==> config.mk <==
export PLATFORM = sky130hd
export DESIGN_NAME = alu_sequencer
export DESIGN_NICKNAME = d
export VERILOG_FILES = /design/src/rtl/alu_sequencer_pkg.sv /design/src/rtl/seq_watchdog.sv /design/src/rtl/alu_sequencer.sv
export SDC_FILE = /design/constraint.sdc
export NUM_CORES = 1
export LEC_CHECK = 0
export CAP_MARGIN = 40
export CORE_MARGIN = 3
export CORE_UTILIZATION = 25
export CTS_BUF_LIST = sky130_fd_sc_hd__clkbuf_4 sky130_fd_sc_hd__clkbuf_8
export DETAILED_ROUTE_END_ITERATION = 12
export PLACE_DENSITY = 0.57
export SLEW_MARGIN = 10
export SYNTH_ARGS = -nofsm -noshare
export SYNTH_HDL_FRONTEND = slang
export SYNTH_SLANG_ARGS = --single-unit
==> constraint.sdc <==
create_clock -name clk -period 3.2 [get_ports clk]
set_input_delay 0.48 -clock clk [delete_from_list [all_inputs] [get_ports clk]]
set_output_delay 0.48 -clock clk [all_outputs]
set_load 0.005 [all_outputs]
==> src/rtl/alu_sequencer_pkg.sv <==
// -----------------------------------------------------------------------------
// alu_sequencer_pkg
// Shared definitions for the ALU front-end sequencer:
//   op_e    - request opcodes as seen on the opcode / au_sel buses
//   state_e - sequencer FSM states
//   FLAG_*  - bit positions inside the 4-bit flags response field
//   uses_unit() - true when an op is handed to the divider or multiplier
// -----------------------------------------------------------------------------
package alu_sequencer_pkg;

  typedef enum logic [1:0] {
    OP_ADD = 2'b00,
    OP_SUB = 2'b01,
    OP_DIV = 2'b10,
    OP_MUL = 2'b11
  } op_e;

  typedef enum logic [1:0] {
    S_IDLE  = 2'b00,
    S_ISSUE = 2'b01,
    S_WAIT  = 2'b10,
    S_DONE  = 2'b11
  } state_e;

  // flags = {timeout, div_by_zero, overflow, carry_borrow}
  localparam int FLAG_W       = 4;
  localparam int FLAG_CARRY   = 0;
  localparam int FLAG_OVR     = 1;
  localparam int FLAG_DBZ     = 2;
  localparam int FLAG_TIMEOUT = 3;

  // A divide by zero is answered locally, so only a non-zero divisor or a
  // multiply needs the start/done handshake.
  function automatic logic uses_unit(input op_e op, input logic b_is_zero);
    return (op == OP_MUL) || ((op == OP_DIV) && !b_is_zero);
  endfunction

endpackage

==> src/rtl/seq_watchdog.sv <==
// -----------------------------------------------------------------------------
// seq_watchdog
// Cycle counter guarding the wait for a divider/multiplier done.
//   clk, rst  - clock, asynchronous active-low reset
//   clear     - restart the count at zero (wins over enable)
//   enable    - advance the count by one
//   expired   - the current cycle is the TIMEOUT-th enabled cycle since clear
// TW must be wide enough that 2**TW > TIMEOUT.
// -----------------------------------------------------------------------------
module seq_watchdog #(
  parameter int TIMEOUT = 64,
  parameter int TW      = 7
) (
  input  logic clk,
  input  logic rst,
  input  logic clear,
  input  logic enable,
  output logic expired
);

  logic [TW-1:0] count;

  always_ff @(posedge clk or negedge rst) begin
    if (!rst) begin
      count <= '0;
    end else if (clear) begin
      count <= '0;
    end else if (enable) begin
      count <= count + TW'(1);
    end
  end

  // The count holds the number of wait cycles already spent, so the cycle
  // that sees TIMEOUT-1 is the last one allowed.
  assign expired = (count == TW'(TIMEOUT - 1));

endmodule

==> src/rtl/alu_sequencer.sv <==
// -----------------------------------------------------------------------------
// alu_sequencer
// Front-end controller for the 8-bit arithmetic datapath. Accepts one request
// at a time, drives registered operands/op select to the datapath, sequences
// the divider and multiplier with a start pulse / done handshake under a
// watchdog, and holds the response until it is consumed.
//
// Ports
//   clk, rst                      clock, asynchronous active-low reset
//   in_valid/in_ready             request handshake (opcode, op_a, op_b)
//   out_valid/out_ready           response handshake (result, result_hi, flags)
//   au_a, au_b, au_sel            registered operands and op select to datapath
//   au_res, au_cout, au_ovr       combinational ADD/SUB result from datapath
//   div_start/div_done/div_quot/div_rem   divider handshake and outputs
//   mul_start/mul_done/mul_prod           multiplier handshake and product
// -----------------------------------------------------------------------------
module alu_sequencer
  import alu_sequencer_pkg::*;
#(
  parameter int WIDTH   = 8,
  parameter int TIMEOUT = 64,
  parameter int TW      = 7
) (
  input  logic               clk,
  input  logic               rst,
  // request channel
  input  logic               in_valid,
  output logic               in_ready,
  input  logic [1:0]         opcode,
  input  logic [WIDTH-1:0]   op_a,
  input  logic [WIDTH-1:0]   op_b,
  // response channel
  output logic               out_valid,
  input  logic               out_ready,
  output logic [WIDTH-1:0]   result,
  output logic [WIDTH-1:0]   result_hi,
  output logic [FLAG_W-1:0]  flags,
  // datapath interface
  output logic [WIDTH-1:0]   au_a,
  output logic [WIDTH-1:0]   au_b,
  output logic [1:0]         au_sel,
  input  logic [WIDTH-1:0]   au_res,
  input  logic               au_cout,
  input  logic               au_ovr,
  output logic               div_start,
  input  logic               div_done,
  input  logic [WIDTH-1:0]   div_quot,
  input  logic [WIDTH-1:0]   div_rem,
  output logic               mul_start,
  input  logic               mul_done,
  input  logic [2*WIDTH-1:0] mul_prod
);

  state_e state;
  op_e    au_op;
  logic   unit_done;
  logic   wd_clear;
  logic   wd_enable;
  logic   wd_expired;

  assign au_sel = au_op;

  // Only the unit that was started may end the wait.
  assign unit_done = (au_op == OP_DIV) ? div_done : mul_done;

  assign wd_clear  = (state == S_ISSUE);
  assign wd_enable = (state == S_WAIT) && !unit_done && !wd_expired;

  seq_watchdog #(
    .TIMEOUT (TIMEOUT),
    .TW      (TW)
  ) u_watchdog (
    .clk     (clk),
    .rst     (rst),
    .clear   (wd_clear),
    .enable  (wd_enable),
    .expired (wd_expired)
  );

  // NOTE: every register below is assigned with <= so all of them update
  // together from pre-edge values; a blocking = would let later statements
  // see the new value within the same edge and break the pipeline timing.
  always_ff @(posedge clk or negedge rst) begin
    if (!rst) begin
      state     <= S_IDLE;
      in_ready  <= 1'b0;
      out_valid <= 1'b0;
      result    <= '0;
      result_hi <= '0;
      flags     <= '0;
      au_a      <= '0;
      au_b      <= '0;
      au_op     <= OP_ADD;
      div_start <= 1'b0;
      mul_start <= 1'b0;
    end else begin
      // Start strobes are single-cycle unless re-armed below.
      div_start <= 1'b0;
      mul_start <= 1'b0;

      case (state)
        S_IDLE: begin
          if (in_valid && in_ready) begin
            au_a     <= op_a;
            au_b     <= op_b;
            au_op    <= op_e'(opcode);
            flags    <= '0;
            in_ready <= 1'b0;
            // Raised on the accept edge so the pulse occupies the ISSUE cycle.
            div_start <= (op_e'(opcode) == OP_DIV) &&
                         uses_unit(op_e'(opcode), op_b == '0);
            mul_start <= (op_e'(opcode) == OP_MUL);
            state    <= S_ISSUE;
          end else begin
            in_ready <= 1'b1;
          end
        end

        S_ISSUE: begin
          case (au_op)
            OP_ADD, OP_SUB: begin
              result            <= au_res;
              result_hi         <= '0;
              flags[FLAG_CARRY] <= au_cout;
              flags[FLAG_OVR]   <= au_ovr;
              out_valid         <= 1'b1;
              state             <= S_DONE;
            end
            OP_DIV, OP_MUL: begin
              if (uses_unit(au_op, au_b == '0)) begin
                state <= S_WAIT;
              end else begin
                result          <= '1;
                result_hi       <= au_a;
                flags[FLAG_DBZ] <= 1'b1;
                out_valid       <= 1'b1;
                state           <= S_DONE;
              end
            end
            default: state <= S_DONE;
          endcase
        end

        S_WAIT: begin
          // A done arriving on the last permitted cycle still wins.
          if (unit_done) begin
            if (au_op == OP_DIV) begin
              result    <= div_quot;
              result_hi <= div_rem;
            end else begin
              result          <= mul_prod[WIDTH-1:0];
              result_hi       <= mul_prod[2*WIDTH-1:WIDTH];
              flags[FLAG_OVR] <= (mul_prod[2*WIDTH-1:WIDTH] != '0);
            end
            out_valid <= 1'b1;
            state     <= S_DONE;
          end else if (wd_expired) begin
            result              <= '0;
            result_hi           <= '0;
            flags[FLAG_TIMEOUT] <= 1'b1;
            out_valid           <= 1'b1;
            state               <= S_DONE;
          end
        end

        S_DONE: begin
          if (out_ready) begin
            out_valid <= 1'b0;
            flags     <= '0;
            in_ready  <= 1'b1;
            state     <= S_IDLE;
          end
        end

        default: state <= S_IDLE;
      endcase
    end
  end

endmodule

[Yosys cells after proc, flatten, opt, wreduce, memory -nomap -nowiden]
Index checks and enable logic that the tools add are counted.
Word-level totals
  register bits after elaboration: 51
  bits of input ports: 66
  logic and storage cells: 115
Operators by class
  $add $sub $neg: 1
  equality and inequality tests: 20
  muxes and demuxes: 45
  reductions and logical operators: 34
Operators with widths (count)
  $pmux 8 s2: 4
  $mux 8: 7
  $ne 2x2->1 const B: 9
  $logic_not 8->1: 2
  $mux 1: 16
  $reduce_and 5->1: 3
  $mux 7: 2
  $eq 2x2->1 const B: 6
  $pmux 1 s3: 4
  $mux 2: 5
  $reduce_bool 3->1: 3
  $mux 4: 2
  $pmux 2 s4: 1
  $reduce_and 4->1: 2
  $reduce_bool 8->1: 1
  $add 7x1->7 const B: 1
  $eq 7x6->1 const B: 1
  $logic_and 1x1->1: 6
  $ne 3x3->1 const B: 2
  $reduce_and 3->1: 2
  $reduce_bool 2->1: 3
  $eq 2x1->1 const B: 2
  $logic_not 1->1: 4
  $logic_not 2->1: 2
  other kinds (6): 10

[Logic depth before layout (Yosys ltp)]
Gate-level depths: netlist of run 1.
  word-level depth: 7
  gate-level depth with buffers: 8
  depth with buffers taken out: 6

[Modules after synthesis]
A second synthesis of run 1 with hierarchy kept.
Unflattened totals
  cells, all modules: 234
  area, all modules: 2670.1 µm²
Modules (own cells, without submodules)
  alu_sequencer: times used 1, cells each 204, area an instance 2346.0 µm²
  seq_watchdog: times used 1, cells each 30, area an instance 324.1 µm²

[Worst setup path after synthesis of run 1]
No wires, ideal clock.
  kind: register to register
  start point: reg au_b[5]
  end point: reg result[0]
  library setup time: 125 ps
  arrival: 1964 ps
  required time: 3075 ps
  setup slack: 1110 ps
  cell stages (with the launch flop): 7
  clock period less this slack: 2090 ps
  cell sequence: dfrtp_1 > or4_4 > o31ai_4 > o221a_2 > buf_6 > buf_12 > mux2_4
On the way
  cells in the longest elaborated chain, start to end: 6
Ends and longest elaborated chain
  start: declaration: RTL line alu_sequencer.sv:40  | output logic [WIDTH-1:0] au_b,
  start signal: assignment: RTL line alu_sequencer.sv:105  | au_b <= op_b;
  $logic_not 8->1: RTL line alu_sequencer.sv:130  | if (uses_unit(au_op, au_b == '0)) begin
  $logic_not 1->1: RTL line alu_sequencer_pkg.sv:35  | return (op == OP_MUL) || ((op == OP_DIV) && !b_is_zero);
  $logic_and 1x1->1: RTL line alu_sequencer_pkg.sv:35
  $logic_or 1x1->1: RTL line alu_sequencer_pkg.sv:35
  $ne 3x3->1 (no line)
  $reduce_and 3->1 (no line)
  end signal: assignment: RTL line alu_sequencer.sv:122  | result <= au_res;
  end signal: assignment: RTL line alu_sequencer.sv:148  | result <= div_quot;
  end signal: assignment: RTL line alu_sequencer.sv:151  | result <= mul_prod[WIDTH-1:0];
  end: declaration: RTL line alu_sequencer.sv:35  | output logic [WIDTH-1:0] result,
No other way between the ends.
A chain may end at the register's enable or synchronous reset.

[Worst setup path after layout of run 1]
  start point: reg au_op[1] (netlist: au_sel[1])
  end point: reg result_hi[1]
On the way
  cells in the longest elaborated chain, start to end: 5
Ends and longest elaborated chain
  start: declaration: RTL line alu_sequencer.sv:55  | op_e au_op;
  start signal: assignment: RTL line alu_sequencer.sv:106  | au_op <= op_e'(opcode);
  $eq 2x2->1
  $logic_and 1x1->1: RTL line alu_sequencer_pkg.sv:35
  $logic_or 1x1->1: RTL line alu_sequencer_pkg.sv:35
  $ne 3x3->1 (no line)
  $reduce_and 3->1 (no line)
  end signal: assignment: RTL line alu_sequencer.sv:134  | result_hi <= au_a;
  end signal: assignment: RTL line alu_sequencer.sv:149  | result_hi <= div_rem;
  end signal: assignment: RTL line alu_sequencer.sv:152  | result_hi <= mul_prod[2*WIDTH-1:WIDTH];
  end: declaration: RTL line alu_sequencer.sv:36  | output logic [WIDTH-1:0] result_hi,
Parallel ways exist; a longest one is shown, timed or not.

==> results of run 1 <==
## routing by layer
| layer | GRT usage (%) | vias up |
|---|---|---|
| li1 | - | 1132 |
| met1 | 16.98 | 1130 |
| met2 | 21.59 | 69 |
| met3 | 3.493 | 4 |
| met4 | 2.190 | 0 |
| met5 | 0 | - |
## cells in the final DEF, fill, tap and decap left out, drive strengths merged, types with 2 or more instances in the layout
cell type      instances
dfrtp                 51
or3                    3
and2                   2
mux2                  34
o2111ai                2
clkbuf                 5
a211oi                 2
o21ai                 16
or4                    4
buf                    9
nand2                 14
inv                    9
nor4                   5
mux2i                 17
nor2b                  5
clkdlybuf4s50        106
o31ai                 22
nand3                  4
a21oi                 10
a22oi                  2
clkinv                 2
nor2                   2
o2bb2ai                2
a31oi                  2
ha                     6
## cells by family after synthesis
logic type / Yosys count
fa+ha+maj: 6
mux: 51
flops: 51
compound gates: 66
simple gates: 45
buf+inv: 24
## power breakdown
part / total, W / leakage [nW] / switching (W) / internal (W)
combinational: 0.00184 / 0.965 / 0.000779 / 0.00106
clock: 0.000461 / 0.0581 / 0.000228 / 0.000233
sequential: 0.00111 / 0.641 / 0.000214 / 0.000898
## state kept, by name, indices dropped and copies added, names as in the netlist
name              count
au_a                  8
au_b                  8
au_sel                2
div_start             1
flags                 4
in_ready              1
mul_start             1
out_valid             1
result                8
result_hi             8
state                 2
u_watchdog.count      7
## final cells by class
cell class / instances / area (um^2) / share of cell area, %
repair buffers: 115 / 1146 / 27.85
well taps: 136 / 170.2 / 4.135
clock inverters: 3 / 43.79 / 1.064
multi-input cells: 168 / 1376 / 33.44
clock buffers: 5 / 68.82 / 1.672
flip-flops and latches: 51 / 1276 / 31.01
inverters: 9 / 33.78 / 0.8209
## critical path: cells and delay by family, from the launching register on
family	cells	cell delay (ps)
AOI/OAI and AO/OA	2	1020
DFF	1	750
muxes	1	410
and+or+nand+nor	1	280
## final timing paths
kind | startpoint | slack [ps] | cells after the start | to
setup / recovery | au_sel[1]$_DFFE_PN0P_ | 610 | 4 | result_hi[1]$_DFFE_PN0P_
hold / removal | rst | 120 | 1 | mul_start$_DFF_PN0_
setup reg to reg | au_sel[1]$_DFFE_PN0P_ | 610 | 4 | result_hi[1]$_DFFE_PN0P_
hold reg to reg | result_hi[5]$_DFFE_PN0P_ | 510 | 1 | result_hi[5]$_DFFE_PN0P_
max in group asynchronous | rst | 2370 | 3 | result[7]$_DFFE_PN0P_
min in group clk | result_hi[5]$_DFFE_PN0P_ | 510 | 1 | result_hi[5]$_DFFE_PN0P_
## per-stage QoR
stage | cell area (um^2) | std cells | power [W]
after floorplan | 2766 | 243 | 0.002217
after global placement | 3975 | 478 | 0.002946
after detailed placement | 4003 | 479 | 0.002988
after CTS | 4115 | 487 | 0.003456
after global routing | 4115 | 487 | 0.003658
final | 4115 | 487 | 0.003409
==> metrics, run 1 <==
status=complete, no violations; compound-gate portion of the synthesized area=16.69%; latest clock arrival within the worst-skew pair=310 ps; CP arrival=2780 ps; Peak VDD IR=366.6 uV; post-route ant nets=0; die width=111.2 um; vias in the first global route=2527; MaxCap Viol Count=0; clk slew on worst S/H paths=100 ps; routed len/inst=16.34 um; Post-Synth Adder-Cell Area=2.714%; EDFF count, synth=0; initial antenna violation count=0; syn nets=315; Post-CTS Setup Inserts=0; vias per cell=4.795; syn avg cell area=11.38 um^2; required time worst endpoint=3390 ps; post-layout util=38.99%; Yosys warnings=0; WL final=7.959 mm; Die H=111.2 um; sequential fraction of the synthesis area=46.13%; Slew Limit Fails=0; pin count of the biggest net entering global routing=29; num ports=108; cell with the most instances after synthesis=dfrtp_1; met1 WL=3.652 mm; Synth Area in XOR/XNOR=0%; Setup CP Type=register to register; Syn Inst Count=243; # port buffers=107; H-tree lvl count=2; share of the synthesized area in the top cell type=46.13%; setup TNS=0 ps; GRT Total Usage=12.91%; CTS buffer count=5; setup slack after layout=612.5 ps; Final Critical Period=2588 ps; Core Region=0.01056 mm^2; Layout area overhead=48.76%; combinational family with the most area after synthesis=multiplexers; RSZ-0062 raised after global routing=false; slowest stage cell, crit path=dfrtp_1; Pre-Repair DR Iteration Count=4; crit end category=register; Resize count post-CTS=0; most used flip-flop cell after synthesis=dfrtp_1; ys async rst share=100.0%; Setup Viol. Count Final=0; Final Hold Viols=0; DR WL met2=3.840 mm; site row count=37; first-pass GRT wire length=13.07 mm; hold buffer count at CTS=0; antenna cells=0; initial cell density of the core=26.21%; drt drc=0; clock root buffer=clkbuf_8; top post-synthesis cells by area=dfrtp_1, mux2_2, mux2i_1; Fmax=386.5 MHz; Sinks on Clock Net=51; clock buffer depth=2; Post-Synth Simple-Gate Area=8.910%; worst slew pin tran=636.9 ps; fin crit share=80.86%; min-delay worst type=primary input to async pin; layout cell share with drive strength beyond 1=16.24%; largest area contributor in the netlist=dfrtp_1; commonest cells in the netlist=dfrtp_1, mux2_2, o31ai_1, mux2i_1, o21ai_0; worst relative slew slack=57.45%; CP cell instances=and3b_1 > a211o_1 > o221a_2 > mux2_2; layout filler cell count=1061; GP Congestion=0.7632; die area=0.01236 mm^2; Nets=422; clk_skew=9.537 ps; CP Max Fanout=19; Detailed Route Iter0 Violations=109; Unique masters post-synth=44; leakage power total=1.664 nW; Top Metal Used=met4; dpl ws=493.4 ps; Slowest Stage Delay on Critical Path=750 ps; CP Launch Type=register; TritonCTS clock tree=yes; post-detail-place hpwl=6.136 mm; Detail Route met3 WL=438 um; hold_ws=123.8 ps; Synth Register Bits=51; Overflow after GRT=0; Cell Area, Synth=0.002766 mm^2; pwr dens=828.4 mW/mm^2; mux cell area share after synthesis=21.35%; vias post-DR=2335
No activity file was read; power rests on OpenSTA's default activity.
==> run 2, diff against run 1 <==
clock period = 2.67 ns   (was 3.2 ns; I/O delays follow)
==> run 2 against run 1 <==
- worst setup slack got worse by 320 ps
- critical path type unchanged
- power rose by 19%
- via count barely moved
==> metrics, run 2 (synthesized netlist as in run 1, its figures left out) <==
Sinks on Clock Net=51 (unchanged); required time worst endpoint=2870 ps (was 3390 ps); CP Max Fanout=16 (was 19); hold buffer count at CTS=0 (unchanged); worst slew pin tran=689.1 ps (was 636.9 ps); worst relative slew slack=53.97% (was 57.45%); WL final=8.040 mm (was 7.959 mm); buffer and inverter count on the worst path=0 (unchanged); Slowest Stage Delay on Critical Path=600 ps (was 750 ps); hold_ws=191.4 ps (was 123.8 ps); Layout area overhead=47.81% (was 48.76%); initial antenna violation count=0 (unchanged); RSZ-0062 raised after global routing=false (unchanged); first-pass GRT wire length=13.30 mm (was 13.07 mm); GRT Total Usage=13.17% (was 12.91%); min-delay worst type=primary input to async pin (unchanged); Final Hold Viols=0 (unchanged); Nets=423 (was 422); GP Congestion=0.8093 (was 0.7632); Finished Layout Cells=488 (was 487); fin crit share=88.89% (was 80.86%); initial cell density of the core=26.21% (unchanged); Die H=111.2 um (unchanged); clock buffer depth=2 (unchanged); Slew Limit Fails=0 (unchanged); Top Usage Layer GRT=met2 (unchanged); vias per cell=4.789 (was 4.795); reg2reg start=au_b[5]$_DFFE_PN0P_ (was au_sel[1]$_DFFE_PN0P_); layout filler cell count=1052 (was 1061); Setup CP Type=register to register (unchanged); register-to-register setup slack=300 ps (was 610 ps); CP arrival=2580 ps (was 2780 ps); routed len/inst=16.48 um (was 16.34 um); Pre-Repair DR Iteration Count=4 (unchanged); Worst R2R Path Depth=4 (unchanged); CP cell instances=or4_4 > o31ai_4 > o221a_2 > mux2_2 (was and3b_1 > a211o_1 > o221a_2 > mux2_2); pwr dens=990.5 mW/mm^2 (was 828.4 mW/mm^2); leakage power total=1.654 nW (was 1.664 nW); Resize count post-CTS=0 (unchanged); pin count of the biggest net entering global routing=52 (was 29); reg2reg end=result_hi[3]$_DFFE_PN0P_ (was result_hi[1]$_DFFE_PN0P_); Overflow after GRT=0 (unchanged); setup slack after layout=296.5 ps (was 612.5 ps); GRT met2 Usage=22.07% (was 21.59%); latest clock arrival within the worst-skew pair=310 ps (about the same); Detailed Route Iter0 Violations=108 (was 109); # port buffers=107 (unchanged); slowest stage cell, crit path=o221a_2 (was dfrtp_1); met3 Resource Use GR=3.330% (was 3.493%); site row count=37 (unchanged); clock root buffer=clkbuf_8 (unchanged); post-detail-place hpwl=6.154 mm (was 6.136 mm); Fmax=421.3 MHz (was 386.5 MHz); cell family with most CP delay=compound AO/OA/AOI/OAI gates (unchanged); die width=111.2 um (unchanged); Peak VDD IR=393.5 uV (was 366.6 uV); clk slew on worst S/H paths=100 ps (about the same); H-tree lvl count=2 (unchanged); vias in the first global route=2537 (was 2527); CP Launch Type=register (unchanged); drt drc=0 (unchanged); layout cell share with drive strength beyond 1=16.48% (was 16.24%); CTS buffer count=5 (unchanged); status=complete, no violations (unchanged); vias post-DR=2337 (was 2335); antenna cells=0 (unchanged); Core Region=0.01056 mm^2 (unchanged); MaxCap Viol Count=0 (unchanged); num ports=108 (unchanged); Final Critical Period=2373 ps (was 2588 ps); commonest non-fill, non-tap cell in the layout=clkdlybuf4s50_1 (unchanged); Setup Viol. Count Final=0 (unchanged); crit end category=register (unchanged); dpl ws=277.9 ps (was 493.4 ps); setup TNS=0 ps (unchanged); met1 usage=17.44% (was 16.98%); highest-count cells in the layout ignoring fill and taps=clkdlybuf4s50_1, dfrtp_1, mux2_2 (unchanged); Inst Count DP=480 (was 479); TritonCTS clock tree=yes (unchanged); Post-CTS Setup Inserts=0 (unchanged); clk_skew=9.640 ps (was 9.537 ps); post-route ant nets=0 (unchanged); die area=0.01236 mm^2 (unchanged); Total Power=0.004050 W (was 0.003409 W)
[run 2: worst reg2reg max path, stage by stage, from the launching register on]
cell	delay, ps
dfrtp_1	410
or4_4	570
o31ai_4	300
o221a_2	600
mux2_2	400
[run 2: final cells by class]
cell class	count	area, um^2	area share (%)
multi-input combinational	168	1376	33.66
sequential	51	1276	31.21
timing repair buffer	116	1134	27.72
tap	136	170.2	4.162
clock buffer	7	90.09	2.203
inverter	9	33.78	0.8262
clock inverter	1	8.758	0.2142
[run 2: metal layers]
metal | part of all wire (%) | up-vias | wire length, um
li1 | - | 1127 | -
met1 | 45 | 1145 | 3624
met2 | 49 | 61 | 3961
met3 | 5.2 | 4 | 417
met4 | 0.46 | 0 | 37
met5 | 0 | - | 0
[run 2: metrics by stage]
step | area [um^2] | utilization, %
2_1_floorplan | 2766 | -
3_3_place_gp | 3990 | 37.80
3_5_place_dp | 3990 | 37.80
4_1_cts | 4089 | 38.74
5_1_grt | 4089 | 38.74
6_report | 4089 | 38.74
[run 2: worst max path at each step]
stage | cells past startpoint | startpoint | endpoint
2_1_floorplan | 6 | au_b[5]$_DFFE_PN0P_ | result[0]$_DFFE_PN0P_
3_3_place_gp | 4 | au_b[5]$_DFFE_PN0P_ | result_hi[5]$_DFFE_PN0P_
4_1_cts | 4 | au_b[5]$_DFFE_PN0P_ | result_hi[4]$_DFFE_PN0P_
6_report | 4 | au_b[5]$_DFFE_PN0P_ | result_hi[3]$_DFFE_PN0P_
3_5_place_dp | 4 | au_b[5]$_DFFE_PN0P_ | result_hi[3]$_DFFE_PN0P_
5_1_grt | 4 | au_b[5]$_DFFE_PN0P_ | result_hi[5]$_DFFE_PN0P_
[run 2: report_power, final]
group | switching, W | total, W | leakage, nW | internal [W]
logic | 0.000967 | 0.00225 | 0.962 | 0.00128
registers | 0.000235 | 0.00131 | 0.641 | 0.00108
clock network | 0.000270 | 0.000493 | 0.0519 | 0.000223
==> run 3, diff against run 2 <==
CORE_UTILIZATION = 35   (was 25)
PLACE_DENSITY = 0.72   (was 0.57)
clock period = 3 ns   (was 2.67 ns; I/O delays follow)
==> run 3 against run 2 <==
- critical path depth unchanged
- sequential power down 11%
- die area shrank 27%
- wire length shrank 7.9%
- non-clock buffer count shrank 1
- largest cell class unchanged
==> metrics, run 3 (synthesized netlist as in run 1, its figures left out) <==
status=complete, no violations (unchanged); fin crit share=78.87% (was 88.89%); Die H=94.91 um (was 111.2 um); CP Max Fanout=16 (unchanged); antenna cells=0 (unchanged); clock root buffer=clkbuf_8 (unchanged); Final Critical Period=2366 ps (was 2373 ps); CP cell instances=or4_4 > o31ai_4 > o221a_2 > mux2_2 (unchanged); routed len/inst=16.46 um (was 16.48 um); Post-CTS Setup Inserts=0 (unchanged); pin count of the biggest net entering global routing=52 (unchanged); Slowest Stage Delay on Critical Path=590 ps (was 600 ps); Fmax=422.6 MHz (was 421.3 MHz); H-tree lvl count=2 (unchanged); vias per cell=5.249 (was 4.789); post-route ant nets=0 (unchanged); drt drc=0 (unchanged); Core Region=0.007447 mm^2 (was 0.01056 mm^2); cell family with most CP delay=compound AO/OA/AOI/OAI gates (unchanged); Nets=422 (was 423); Setup CP Type=register to register (unchanged); hold_ws=240.8 ps (was 191.4 ps); CP arrival=2560 ps (was 2580 ps); first-pass GRT wire length=11.91 mm (was 13.30 mm); Detailed Route Iter0 Violations=118 (was 108); Setup Viol. Count Final=0 (unchanged); post-detail-place hpwl=5.523 mm (was 6.154 mm); commonest non-fill, non-tap cell in the layout=clkdlybuf4s50_1 (unchanged); Resize count post-CTS=0 (unchanged); num ports=108 (unchanged); GP Congestion=0.8236 (was 0.8093); CP Launch Type=register (unchanged); site row count=31 (was 37); slowest stage cell, crit path=o221a_2 (unchanged); initial antenna violation count=0 (unchanged); required time worst endpoint=3200 ps (was 2870 ps); # port buffers=107 (unchanged); pwr dens=884.7 mW/mm^2 (was 990.5 mW/mm^2); latest clock arrival within the worst-skew pair=310 ps (about the same); Slew Limit Fails=0 (unchanged); TritonCTS clock tree=yes (unchanged); fin area=0.004035 mm^2 (was 0.004089 mm^2); highest-count cells in the layout ignoring fill and taps=clkdlybuf4s50_1, dfrtp_1, mux2_2 (unchanged); vias in the first global route=2467 (was 2537); Layout area overhead=45.86% (was 47.81%); clk_skew=9.009 ps (was 9.640 ps); layout cell share with drive strength beyond 1=16.24% (was 16.48%); post-layout util=54.18% (was 38.74%); WL final=7.408 mm (was 8.040 mm); clock buffer depth=2 (unchanged); leakage power total=1.649 nW (was 1.654 nW); Total Power=0.003570 W (was 0.004050 W); buffer and inverter count on the worst path=0 (unchanged); Peak VDD IR=512.3 uV (was 393.5 uV); Sinks on Clock Net=51 (unchanged); worst relative slew slack=56.23% (was 53.97%); GRT Total Usage=16.98% (was 13.17%); crit end category=register (unchanged); MaxCap Viol Count=0 (unchanged); Pre-Repair DR Iteration Count=4 (unchanged); initial cell density of the core=37.15% (was 26.21%); die area=0.009007 mm^2 (was 0.01236 mm^2); Final Hold Viols=0 (unchanged); RSZ-0062 raised after global routing=false (unchanged); die width=94.91 um (was 111.2 um); clk slew on worst S/H paths=100 ps (about the same); vias post-DR=2362 (was 2337); DP Area=0.003936 mm^2 (was 0.003990 mm^2); setup TNS=0 ps (unchanged); CTS buffer count=5 (unchanged); Overflow after GRT=0 (unchanged); min-delay worst type=primary input to async pin (unchanged); hold buffer count at CTS=0 (unchanged); worst slew pin tran=656.5 ps (was 689.1 ps)
run 3: cell types whose count changed in the layout (fill, tap and decap cells not counted):
cell | previous run | this run
buf_4 | 9 | 8
run 3: final timing paths:
path / from / to / slack [ps] / cells after the start
worst min register to register: out_valid$_DFFE_PN0P_ / out_valid$_DFFE_PN0P_ / 510 / 1
max in group asynchronous: rst / u_watchdog.count[6]$_DFFE_PN0P_ / 2300 / 2
worst max register to register: au_b[5]$_DFFE_PN0P_ / result_hi[4]$_DFFE_PN0P_ / 630 / 4
min in group clk: out_valid$_DFFE_PN0P_ / out_valid$_DFFE_PN0P_ / 510 / 1
worst min-delay path: rst / result[6]$_DFFE_PN0P_ / 240 / 2
worst max-delay path: au_b[5]$_DFFE_PN0P_ / result_hi[4]$_DFFE_PN0P_ / 630 / 4
run 3: per-layer routing:
| metal | part of all wire [%] | wire length, um | vias up | global-route usage [%] |
|---|---|---|---|---|
| met1 | 44 | 3226 | 1144 | 21.73 |
| met2 | 47 | 3473 | 79 | 26.89 |
| met5 | 0 | 0 | - | 0 |
| met3 | 7.8 | 576 | 10 | 5.179 |
| li1 | - | - | 1129 | - |
| met4 | 1.8 | 131 | 0 | 6.490 |
run 3: per-stage QoR:
stage / cells / setup slack, ps
finish: 450 / 633.9
global placement: 442 / 669.7
floorplan: 243 / 910.4
CTS: 450 / 588.2
global route: 450 / 496.0
detailed placement: 442 / 608.8
run 3: final cells by class:
cell class	count	area [um^2]
clock buffers	7	90.09
multi-input cells	168	1376
clock inverters	1	8.758
inverters	9	33.78
repair buffers	115	1126
well taps	99	123.9
fillers	678	3412
flip-flops and latches	51	1276
run 3: report_power, final:
group	total (W)	internal, W	switching (W)
sequential	0.00117	0.000958	0.000215
combinational	0.00197	0.00113	0.000836
clock	0.000429	0.000199	0.000231
total	0.00357	0.00229	0.00128
